## config.mk

```make
export PLATFORM = sky130hd
export DESIGN_NAME = rr_arbiter_8
export DESIGN_NICKNAME = d
export VERILOG_FILES = /design/src/rtl/rr_arbiter_8.sv
export SDC_FILE = /design/constraint.sdc
export NUM_CORES = 1
export LEC_CHECK = 0
export ABC_AREA = 1
export CAP_MARGIN = 10
export CORE_AREA = 3 3 54 69
export DETAILED_ROUTE_END_ITERATION = 6
export DIE_AREA = 0 0 57 72
export PLACE_DENSITY = 0.78
export SLEW_MARGIN = 20
export SYNTH_ARGS = -nofsm -noshare
export SYNTH_HDL_FRONTEND = slang
export SYNTH_SLANG_ARGS = --single-unit
```

## constraint.sdc

```tcl
create_clock -name clk -period 3.5 [get_ports clk]
set_clock_uncertainty 0.1 [all_clocks]
set_input_delay 1.05 -clock clk [delete_from_list [all_inputs] [get_ports clk]]
set_output_delay 1.05 -clock clk [all_outputs]
set_load 0.02 [all_outputs]
```

## src/rtl/rr_arbiter_8.sv

```systemverilog
// Eight-way round-robin arbiter. A grant is held until done, withdrawal or the
// hold limit, and at least one idle cycle separates consecutive grants.
module rr_arbiter_8 #(
  parameter int HOLD_MAX = 8
) (
  input  logic       clk,
  input  logic       nrst,
  input  logic [7:0] req,
  input  logic       done,
  output logic [7:0] gnt,
  output logic [2:0] gnt_idx,
  output logic       gnt_valid,
  output logic       timeout
);

  typedef enum logic {IDLE = 1'b0, BUSY = 1'b1} state_t;

  localparam logic [3:0] HOLD_LAST = 4'(HOLD_MAX - 1);

  state_t     state;
  logic [2:0] ptr;
  logic [3:0] hold_cnt;
  logic [2:0] pick;

  // Scan from the highest offset down so the lowest offset from ptr wins.
  always_comb begin
    pick = ptr;
    for (int off = 7; off >= 0; off--) begin
      if (req[ptr + 3'(off)]) pick = ptr + 3'(off);
    end
  end

  always_ff @(posedge clk or negedge nrst) begin
    if (!nrst) begin
      state     <= IDLE;
      ptr       <= 3'd0;
      hold_cnt  <= 4'd0;
      gnt       <= 8'd0;
      gnt_idx   <= 3'd0;
      gnt_valid <= 1'b0;
      timeout   <= 1'b0;
    end else begin
      timeout <= 1'b0;
      case (state)
        IDLE: begin
          if (req != 8'd0) begin
            state     <= BUSY;
            gnt       <= 8'd1 << pick;
            gnt_idx   <= pick;
            gnt_valid <= 1'b1;
            hold_cnt  <= 4'd0;
          end
        end
        BUSY: begin
          // done/withdrawal is checked first so it suppresses the timeout pulse.
          if (done || !req[gnt_idx] || hold_cnt == HOLD_LAST) begin
            state     <= IDLE;
            ptr       <= gnt_idx + 3'd1;
            gnt       <= 8'd0;
            gnt_idx   <= 3'd0;
            gnt_valid <= 1'b0;
            hold_cnt  <= 4'd0;
            timeout   <= !(done || !req[gnt_idx]);
          end else begin
            hold_cnt <= hold_cnt + 4'd1;
          end
        end
        default: state <= IDLE;
      endcase
    end
  end

endmodule

```

# Yosys cells after proc, flatten, opt, wreduce, memory -nomap -nowiden
# Cells that the tools add are included.
word_totals:
  input_bits: 11
  reg_bits: 21
  elab_cells: 80
  output_inout_bits: 13
op_classes:
  order_cmp: 9
  mux: 43
  shift: 1
  add_sub_neg: 9
  bitwise: 1
  n_eq_ne: 3
  reduce_logical: 7
op_table:
  columns: ["operator", "count"]
  rows:
  - ["less-than comparator 3 x 4 -> 1 bit, second input constant", 9]
  - ["2-to-1 mux 3 bit", 10]
  - ["binary-select mux 1 bit (select 3 bit)", 9]
  - ["2-to-1 mux 8 bit", 2]
  - ["case mux 8 bit (2 select lines)", 1]
  - ["2-to-1 mux 1 bit", 15]
  - ["adder 3 bit, second input constant", 4]
  - ["2-to-1 mux 4 bit", 2]
  - ["case mux 4 bit (2 select lines)", 1]
  - ["nonzero test 8 bit", 1]
  - ["left shift 1 x 3 -> 8 bit, first input constant", 1]
  - ["adder 3 x 1 -> 3 bit, second input constant", 2]
  - ["adder 3 x 2 -> 3 bit, second input constant", 2]
  - ["case mux 3 bit (2 select lines)", 1]
  - ["adder 4 x 1 -> 4 bit, second input constant", 1]
  - ["equality test 4 x 3 -> 1 bit, second input constant", 1]
  - ["case mux 1 bit (2 select lines)", 2]
  - ["AND reduction 2 bit", 2]
  - ["zero test 1 bit", 2]
  - ["logical OR 1 bit", 2]
  - ["inequality test 2 x 1 -> 1 bit, second input constant", 1]
  - ["inequality test 2 bit, second input constant", 1]
  - ["inverter 1 bit", 1]

# Logic depth before layout (Yosys ltp)
logic_depth:
  word_depth: 14
  mapped_depth: 21

# Worst setup path before layout
# Ideal clock, no wire load.
synth_path:
  kind: "input-to-reg"
  from: "input req[1]"
  to: "register gnt[4]"
  slack_ns: 1.075
  setup_ns: 0.077
  required_time_ns: 3.323
  arrival_time_ns: 2.249
  n_path_buf: 0
  stages: 6
  cell_sequence: "or4_4 -> nor4_4 -> a21oi_2 -> clkinv_2 -> nand2_1 -> o21ai_1"
synth_between:
  elab_chain_cells: 13
synth_lines:
  columns: ["element", "line_no", "source"]
  rows:
  - ["start, declared", "8", "input logic [7:0] req,"]
  - ["binary-select mux 1 bit (select 3 bit)", "29", "if (req[ptr + 3'(off)]) pick = ptr + 3'(off);"]
  - ["2-to-1 mux 1 bit (implied by the code)", "29", null]
  - ["2-to-1 mux 3 bit (8 in a row)", "29", null]
  - ["left shift 1 x 3 -> 8 bit", "48", "gnt <= 8'd1 << pick;"]
  - ["2-to-1 mux 8 bit", "46", "if (req != 8'd0) begin"]
  - ["case mux 8 bit (2 select lines)", "44", "case (state)"]
  - ["end signal, assigned", "48", null]
  - ["end, declared", "10", "output logic [7:0] gnt,"]
# Several ways; a longest one is shown, not always the timed one. The select of a mux whose other input is x is not followed.
# A chain may end at the register's enable or synchronous reset.

# Worst setup path in the final report
layout_path:
  from: "input req[1]"
  to: "register gnt[7]"
# The elaborated chain is that of the path after synthesis.

==> metrics.csv <==
metric,value,unit
RSZ-0062 raised after global routing,no,
Hold Fails Final Rpt,0,
die area,0.00410,mm²
"commonest cells after routing, fill and taps aside","nand2_1 (72), nand3_1 (35), inv_1 (23), clkdlybuf4s50_1 (23), dfrtp_1 (21)",
CP Class,in2reg,
Die Y,72,µm
DRC viols,0,
via count,1647,
CP Launch Type,primary input,
post-layout min period,2.90,ns
Syn Nets,256,
CTS root buf,clkbuf_8,
max cap viols,0,
post-synth top area cell,dfrtp_1,
Pint,0.000980,W
M1 wire length,1820,µm
Switching Share,56.4,%
top post-synthesis cells by area,"dfrtp_1 (31%), nand2_1 (16%), nand3_1 (10%), nand3_2 (5.3%), nand2_2 (5.1%)",
latest clock arrival within the worst-skew pair,0.26,ns
TritonCTS clock tree,built,
CTS-repair resized insts,0,
"Seq/Total Area, Yosys",30.8,%
"Primary FF master, synth",dfrtp_1,
"commonest non-fill, non-tap cell in the layout",nand2_1,
CTS H-tree lvls,1,
P_sw,0.00127,W
leakage dissipation,1.01,nW
Combinational Power Share,74.2,%
Non-Filler Instances,302,
clock tree buffer depth,2,
IO Count,24,
initial antenna violation count,0,
hold crit path type,reg2reg,
row count,23,
Initial Utilization,54.0,%
number of flops mapped to enable cells by yosys,0,
Layout Nets,281,
routability cong.,0.952,
pin count of the biggest net entering global routing,22,
"Clk pin slew, worst setup/hold paths",0.07,ns
setup violators final,0,
drt first pass iters,4,
top sig layer,met4,
number of global-route vias before repair,1602,
Area growth syn-to-layout,16.6,%
Final ANT Viol Nets,0,
VDD IR max,0.000664,V
Slowest cell on crit path,or4_4,
worst-case headroom to the max-slew limit,38.0,%
metal3 WL,121,µm
count of pins over their slew limit,0,
CTS Buf Count,3,
period utilization,82.8,%
layout cells sized above 1,17.0,%
ant diodes,0,
worst slew pin tran,0.927,ns
Tot GR Track Use,22.2,%
"Setup Fix Bufs, Post-CTS",0,
Detailed Place HPWL,3300,µm
Post-Route WL,4170,µm
clock network power share,7.1,%
Post-synth ARST share,100,%
wire per inst,13.8,µm
synth unique cells,30,
dpl cells,298,
area share of the largest cell type after synthesis,30.8,%
outcome,completed,
Core ar.,0.00317,mm²
first-pass GRT wire length,7250,µm
Post-CTS Hold Fix Bufs,0,
WL met2,2120,µm
I/O Buffers,23,
setup TNS,0,ns
CP max FO,7,
f_max,0.345,GHz
crit-path max cell delay,0.59,ns
CP bufs+invs,2,
Reg power frac,18.7,%
cell count after synthesis,241,
PwrDens,1130,mW/mm²
CP arrival,3.00,ns
Worst EP required,3.60,ns
"delay-heaviest family, CP",simple AND/OR/NAND/NOR gates,
via density per instance,5.45,
CTS sink cnt,21,
CP dominant cell by count,nand2_1,
CP cell instances,clkdlybuf4s50_1 -> or4_4 -> nor4_4 -> a21oi_2 -> clkinv_2 -> nand2_1 -> nand2_1,
yosys warns,0,
Seq cells post-synth,21,
Mapped Area,0.00171,mm²
Post-Syn Area per Cell,7.09,µm²
final global-route overflow total,0,
Die X,57,µm
CP Capture Type,flop,
DRC marker count from the first detailed-route iteration,78,
cells in the mapped netlist, types with 2 or more instances:
master,n
nand2_1,72
nand3_1,35
inv_1,23
dfrtp_1,21
nand2_2,14
o21ai_0,11
nor2_1,10
nand3_2,9
a21oi_1,7
inv_2,6
buf_6,4
ha_1,4
a21oi_2,2
nor2_2,2
o211ai_1,2
o21ai_1,2
o21bai_1,2
o22ai_1,2
xor2_1,2
worst min-delay path: stages (launching register included):
cell	delay, ns
dfrtp_1	0.34
nand2_1	0.05
nand2_1	0.06
final cells by class:
class	count	area (µm²)
flip-flops and latches	21	526
repair buffers	24	238
inverters	32	129
clock buffers	4	45.0
fillers	287	1170
well taps	37	46.3
multi-input cells	184	1010
routing by layer:
metal,vias up,global-route usage [%]
met3,13,2.85
met4,0,8.51
met5,-,0
met2,43,39.4
met1,763,27.0
li1,828,-
flip-flops by register name (all words and copies together) (netlist names):
register,count
state,1
timeout,1
gnt_valid,1
hold_cnt,4
gnt_idx,3
gnt,8
ptr,3
logic make-up (layout without fill, tap and decap cells):
kind of cell | Yosys count | after routing | synth area share [%]
xor gates and xnor gates | 4 | 4 | 3.15
adders and majority gates | 4 | 4 | 2.93
DFF | 21 | 21 | 30.8
buffers and inverters | 36 | 60 | 10.2
AOI/OAI and AO/OA | 29 | 29 | 9.96
and+or+nand+nor | 147 | 147 | 43.0
through the flow:
stage	utilization [%]	hold WS [ns]	setup slack (ns)	total power (W)	instance area [µm²]
6_report	62.9	0.387	0.602	0.00224	1990
4_1_cts	62.9	0.388	0.620	0.00224	1990
5_1_grt	62.9	0.400	0.320	0.00250	1990
3_3_place_gp	61.5	0.364	0.368	0.00205	1950
3_5_place_dp	61.5	0.375	0.374	0.00207	1950
2_1_floorplan	-	0.372	1.07	0.00171	1710
power groups by stage:
| stage | clock, W | combinational [W] | sequential, W |
|---|---|---|---|
| 2_1_floorplan | 0 | 0.00128 | 0.000437 |
| 3_3_place_gp | 0 | 0.00163 | 0.000421 |
| 3_5_place_dp | 0 | 0.00165 | 0.000423 |
| 4_1_cts | 0.000160 | 0.00166 | 0.000420 |
| 5_1_grt | 0.000170 | 0.00189 | 0.000435 |
| 6_report | 0.000159 | 0.00166 | 0.000421 |
final timing paths:
path | cells past startpoint | end | from | slack (ns)
min in group asynchronous | 1 | gnt[2] | nrst | 1.20
max in group asynchronous | 1 | gnt[6] | nrst | 1.53
max reg2reg | 18 | gnt[2] | ptr[0] | 0.65
min | 2 | gnt[3] | gnt[3] | 0.39
max | 7 | gnt[7] | req[1] | 0.60
min reg2reg | 2 | gnt[3] | gnt[3] | 0.39
No activity file was read; power rests on OpenSTA's default activity.
